**src/rtl/dbnc_pkg.sv**
```systemverilog
// -----------------------------------------------------------------------------
// dbnc_pkg
// Shared constants for the debounce bank:
//   FAST_THRESH - reduced qualification threshold used when FAST_SIM = 1
//   GLITCH_W    - width of each per-channel glitch counter
//   GLITCH_MAX  - saturation value of the glitch counters
// No ports; imported by debounce_ch and debounce_bank.
// -----------------------------------------------------------------------------
package dbnc_pkg;

    localparam int FAST_THRESH = 511;
    localparam int GLITCH_W    = 8;
    localparam int GLITCH_MAX  = 255;

endpackage : dbnc_pkg

```
**src/rtl/debounce_ch.sv**
```systemverilog
// -----------------------------------------------------------------------------
// debounce_ch
// One debounce channel. It has a triple-flop synchroniser and a saturating
// stable-time counter. It drives a debounced level with registered rise/fall
// pulses and a stable flag.
// Optional macro DBNC_GLITCH_CNT_EN adds a saturating glitch counter with a
// synchronous clear.
//
// Ports:
//   clk         in   system clock
//   rst_n       in   asynchronous active-low reset
//   din         in   raw asynchronous input
//   glitch_clr  in   synchronous clear of the glitch counter (macro only)
//   glitch_cnt  out  saturating glitch count, GLITCH_W bits (macro only)
//   dout        out  debounced level
//   rise        out  one-cycle pulse on dout 0->1
//   fall        out  one-cycle pulse on dout 1->0
//   stable      out  high while the counter sits at the threshold
// -----------------------------------------------------------------------------
module debounce_ch
    import dbnc_pkg::*;
#(
    parameter int STBL_W   = 16,
    parameter bit FAST_SIM = 1'b0,
    parameter bit RST_VAL  = 1'b0
) (
    input  logic                clk,
    input  logic                rst_n,
    input  logic                din,
`ifdef DBNC_GLITCH_CNT_EN
    input  logic                glitch_clr,
    output logic [GLITCH_W-1:0] glitch_cnt,
`endif
    output logic                dout,
    output logic                rise,
    output logic                fall,
    output logic                stable
);

    // FAST_SIM only shortens the compare; the counter keeps its full width.
    localparam logic [STBL_W-1:0] THRESH =
        FAST_SIM ? STBL_W'(FAST_THRESH) : {STBL_W{1'b1}};

    logic              r_q1;
    logic              r_q2;
    logic              r_q3;
    logic [STBL_W-1:0] r_cnt;
    logic              r_dout;
    logic              r_rise;
    logic              r_fall;

    logic              w_change;
    logic              w_stable;

    assign w_change = (r_q2 != r_q3);
    assign w_stable = (r_cnt == THRESH);

    // The counter resets to THRESH, so the channel leaves reset already
    // qualified at RST_VAL. No pulse is produced unless q3 later differs.
    always_ff @(posedge clk or negedge rst_n) begin
        if (!rst_n) begin
            r_q1   <= RST_VAL;
            r_q2   <= RST_VAL;
            r_q3   <= RST_VAL;
            r_cnt  <= THRESH;
            r_dout <= RST_VAL;
            r_rise <= 1'b0;
            r_fall <= 1'b0;
        end else begin
            r_q1 <= din;
            r_q2 <= r_q1;
            r_q3 <= r_q2;

            if (w_change) begin
                r_cnt <= '0;
            end else if (r_cnt < THRESH) begin
                r_cnt <= r_cnt + STBL_W'(1);
            end

            if (w_stable && (r_q3 != r_dout)) begin
                r_dout <= r_q3;
                r_rise <= r_q3;
                r_fall <= ~r_q3;
            end else begin
                r_rise <= 1'b0;
                r_fall <= 1'b0;
            end
        end
    end

`ifdef DBNC_GLITCH_CNT_EN
    logic                r_glitch;
    logic [GLITCH_W-1:0] r_gcnt;

    // A glitch is a new transition that arrives before the previous level
    // has qualified. Clear takes priority over a simultaneous event.
    always_comb begin
        r_glitch = w_change && (r_cnt < THRESH);
    end

    always_ff @(posedge clk or negedge rst_n) begin
        if (!rst_n) begin
            r_gcnt <= '0;
        end else if (glitch_clr) begin
            r_gcnt <= '0;
        end else if (r_glitch && (r_gcnt != GLITCH_W'(GLITCH_MAX))) begin
            r_gcnt <= r_gcnt + GLITCH_W'(1);
        end
    end

    assign glitch_cnt = r_gcnt;
`endif

    assign dout   = r_dout;
    assign rise   = r_rise;
    assign fall   = r_fall;
    assign stable = w_stable;

endmodule : debounce_ch

```
**src/rtl/debounce_bank.sv**
```systemverilog
// -----------------------------------------------------------------------------
// debounce_bank
// NUM_CH independent debounce channels (cadence, brake, mode buttons). The
// channels sit between the pads and the sensor/control logic.
// Optional macro DBNC_GLITCH_CNT_EN adds per-channel glitch counters and a
// shared synchronous clear.
//
// Ports:
//   clk         in   system clock
//   rst_n       in   asynchronous active-low reset
//   din         in   [NUM_CH]    raw asynchronous inputs
//   glitch_clr  in   clear all glitch counters (macro only)
//   dout        out  [NUM_CH]    debounced levels
//   rise        out  [NUM_CH]    one-cycle pulses on dout 0->1
//   fall        out  [NUM_CH]    one-cycle pulses on dout 1->0
//   stable      out  [NUM_CH]    channel counter at threshold
//   glitch_cnt  out  [8*NUM_CH]  glitch counts, channel i at [8i+7:8i]
//                                (macro only)
// -----------------------------------------------------------------------------
module debounce_bank
    import dbnc_pkg::*;
#(
    parameter int NUM_CH   = 4,
    parameter int STBL_W   = 16,
    parameter bit FAST_SIM = 1'b0,
    parameter bit RST_VAL  = 1'b0
) (
    input  logic                         clk,
    input  logic                         rst_n,
    input  logic [NUM_CH-1:0]            din,
`ifdef DBNC_GLITCH_CNT_EN
    input  logic                         glitch_clr,
    output logic [GLITCH_W*NUM_CH-1:0]   glitch_cnt,
`endif
    output logic [NUM_CH-1:0]            dout,
    output logic [NUM_CH-1:0]            rise,
    output logic [NUM_CH-1:0]            fall,
    output logic [NUM_CH-1:0]            stable
);

    for (genvar gi = 0; gi < NUM_CH; gi++) begin : g_ch
        debounce_ch #(
            .STBL_W   (STBL_W),
            .FAST_SIM (FAST_SIM),
            .RST_VAL  (RST_VAL)
        ) u_ch (
            .clk        (clk),
            .rst_n      (rst_n),
            .din        (din[gi]),
`ifdef DBNC_GLITCH_CNT_EN
            .glitch_clr (glitch_clr),
            .glitch_cnt (glitch_cnt[gi*GLITCH_W +: GLITCH_W]),
`endif
            .dout       (dout[gi]),
            .rise       (rise[gi]),
            .fall       (fall[gi]),
            .stable     (stable[gi])
        );
    end

endmodule : debounce_bank

```
**config.mk**
```make
export PLATFORM = sky130hd
export DESIGN_NAME = debounce_bank
export DESIGN_NICKNAME = d
export VERILOG_FILES = /design/src/rtl/dbnc_pkg.sv /design/src/rtl/debounce_ch.sv /design/src/rtl/debounce_bank.sv
export SDC_FILE = /design/constraint.sdc
export NUM_CORES = 1
export LEC_CHECK = 0
export ABC_CLOCK_PERIOD_IN_PS = 2100
export BUFFER_PORTS_ARGS = -buffer_cell sky130_fd_sc_hd__buf_2
export CORE_MARGIN = 4
export CORE_UTILIZATION = 55
export CTS_CLUSTER_SIZE = 28
export DETAILED_ROUTE_END_ITERATION = 8
export GPL_TIMING_DRIVEN = 0
export HOLD_SLACK_MARGIN = 0.12
export PLACE_DENSITY = 0.73
export SYNTH_ARGS = -nofsm -noshare
export SYNTH_HDL_FRONTEND = slang
export SYNTH_HIERARCHICAL = 1
export SYNTH_SLANG_ARGS = --single-unit
```
**constraint.sdc**
```tcl
create_clock -name clk -period 2.1 [get_ports clk]
set_input_delay 0 -clock clk [delete_from_list [all_inputs] [get_ports clk]]
set_output_delay 0 -clock clk [all_outputs]
set_load 0.01 [all_outputs]
```
==> qor.yml <==
io_pins: 22
avgSynthCellArea_sq_um: 10.35
wl_met3_um: 295
min_period_ns: 1.948
hold_viol_final: 0
utilization_pct: 64.07
criticalPathCategory: "reg -> out"
drive_above_1_share_pct: 28.83
wl_um: 9459
status: "completed"
synth_cells: 460
slew_viol_final: 0
required_ns: 2.10
synth_seq_area_share_pct: 47.95
setup_violations: 0
grt.overflow.total: 0
synthArstFlopShare_pct: 100.0
clock_skew_ns: 0.01073
ys_types: 36
combPwrFrac_pct: 6.7
grt_pass1_vias: 3612
yosysTopAreaCell: "dfstp_2"
start_util_pct: 57.35
p_sw_uw: 794.1
drtAntennaViolNets: 0
post_drt_wl_per_cell_um: 15.56
die_x_um: 101.0
die_area_sq_um: 10210
port_buffers: 21
worst_slew_pin_slew_ns: 0.7174
clkTransAtPathRegs_ns: 0.08
vias_per_cell: 5.982
regToRegEndpoint: "g_ch[0].u_ch/r_cnt[10]$_DFFE_PN1P_"
clock_sinks: 88
p_int_mw: 2.553
yosys.area.top_type_share_pct: 35.33
place_congestion: 0.7779
cts_tree: "yes"
postCtsSetupBuffers: 0
cts-root-buf: "clkbuf_8"
p_clk_share_pct: 38.9
switching_share_pct: 23.73
synth_area_leaders: "dfstp_2 (35%), dfrtp_1 (13%), nand2_1 (6.3%)"
synthToLayoutAreaGrowth_pct: 11.72
p_per_area_nw_per_um2: 629.4
nets: 508
cts-htree-levels: 3
setup.worst_path.start: "g_ch[2].u_ch/r_cnt[0]$_DFFE_PN1P_"
clk_path_buf_depth: 2
ys_ff_latch: 88
synth_area_sq_um: 4760
grt_use_total_pct: 20.01
hold_class: "in -> async"
dp_hpwl_um: 6360
die_h_um: 101.0
first_pass_iters: 4
core_sq_um: 8299
vias: 3637
grt_max_degree: 56
cts_buffers: 9
min_period_over_period_pct: 92.76
insertion_delay_ns: 0.35
route.layer.met1.wl_um: 4457
r2r_cells: 5
setup_tns_ns: 0
most-common-layout-cells: "nand2_1 (80), dfstp_2 (64), a21oi_1 (32)"
reg2reg_slack_ns: 0.17
worst_setup_path_end_kind: "primary output"
synth_fp_nets: 470
worstPathArrival_ns: 1.95
relSlewSlack_pct: 51.83
startpoint_type: "flop"
antennaDiodeCount: 0
layout_commonest_cell: "nand2_1"
fill_cells: 700
worstReg2RegStart: "g_ch[0].u_ch/r_cnt[0]$_DFFE_PN1P_"
irDropWorstVdd_uv: 368.8
synth_edf_count: 0
rows: 33
rsz0062_at_grt: "no"
seq_power_share_pct: 54.4
antenna_found_initial: 0
drc: 0
cp_max_fo: 8
yosys_warnings: 6
leakage_nw: 1.954
maxCapViolations: 0
initialDrtViolationCount: 123
highest_layer: "met4"
ys.flop_type: "dfstp_2"
fmax_mhz: 513.4
met2_length_um: 4612
grt_pass1_wl_um: 16660
## metal layers
metal  global-route usage [%]  vias up
met5                        0        -
met4                    6.748        0
met3                    2.976        7
met2                    33.27       67
met1                    26.81     1789
li1                         -     1774
## power groups by stage
stage	Sequential [mW]	Combinational, mW	Clock [mW]
after detailed placement	1.85	0.216	0
after global routing	1.83	0.256	1.41
after CTS	1.82	0.226	1.33
after floorplan	1.84	0.132	0
after global placement	1.85	0.200	0
final	1.82	0.223	1.30
## state kept, by name (all words and copies together) (netlist names)
signal and cells:
g_ch.u_ch/dout 4, g_ch.u_ch/fall 4, g_ch.u_ch/r_cnt 64, g_ch.u_ch/r_q1 4
g_ch.u_ch/r_q2 4, g_ch.u_ch/r_q3 4, g_ch.u_ch/rise 4
## through the flow
stage               setup WS (ns)  std cells  hold WS (ns)  area [sq um]  power (mW)
floorplan                  0.3967        460       -0.2956          4760       1.969
global placement          0.06630        586        0.1091          4996       2.046
detailed placement        0.07893        587      -0.02075          5026       2.065
CTS                       0.08993        608        0.1543          5308       3.379
global route             0.002897        608        0.1895          5318       3.498
finish                     0.1521        608        0.1501          5318       3.347
## what timing repair did
item	CTS	global route
setup endpoints to repair	4	2
cloned	0	0
hold buffers	5	0
endpoints found under the hold margin	52	0
resized for setup	4	2
## cell families after synthesis
family	synth area share, %
buffers and inverters	3.891
adder cells (fa/ha/maj)	1.052
AND/OR/NAND/NOR	23.03
multiplexers	6.309
flip-flops	47.95
XOR/XNOR	1.472
AO/OA/AOI/OAI	16.30
## worst max-delay path by stage
stage | cells past startpoint | slack (ns) | to
CTS | 6 | 0.09 | stable[0]
global route | 6 | 0.003 | stable[1]
detailed placement | 5 | 0.08 | g_ch[0].u_ch/fall$_DFF_PN0_
global placement | 5 | 0.07 | g_ch[0].u_ch/fall$_DFF_PN0_
floorplan | 5 | 0.40 | g_ch[0].u_ch/dout$_DFFE_PN0P_
finish | 6 | 0.15 | stable[2]
## synthesized netlist by cell type, types with 8 or more instances
library cell and n:
inv_1 16, a211oi_1 12, buf_6 8, nor3b_1 12, nor3_1 8, nand4_1 8, dfrtp_1 24, nand2b_1 16
dfstp_2 64, mux2i_1 24, or4_1 8, nand3_1 24, nand2_1 80, and4_4 8, o21ai_0 20, and2_1 8
a2111o_1 16, a21oi_1 32
## final cells by class
class,instances,area [sq um],area share (%)
inverter,16,60.06,1.129
buffer,16,125.1,2.353
clock buffer,11,141.4,2.659
timing repair buffer,27,185.2,3.482
clock inverter,5,80.08,1.506
tap,105,131.4,2.471
sequential,88,2282,42.92
multi-input combinational,340,2312,43.48
## critical path: stages (launching register included)
cell and delay, ns:
dfstp_2 0.56, ha_1 0.18, nand2_1 0.08, nor2_2 0.30
nand2_1 0.25, inv_1 0.09, buf_2 0.13
Note: power is estimated with default switching activity, not from simulation.
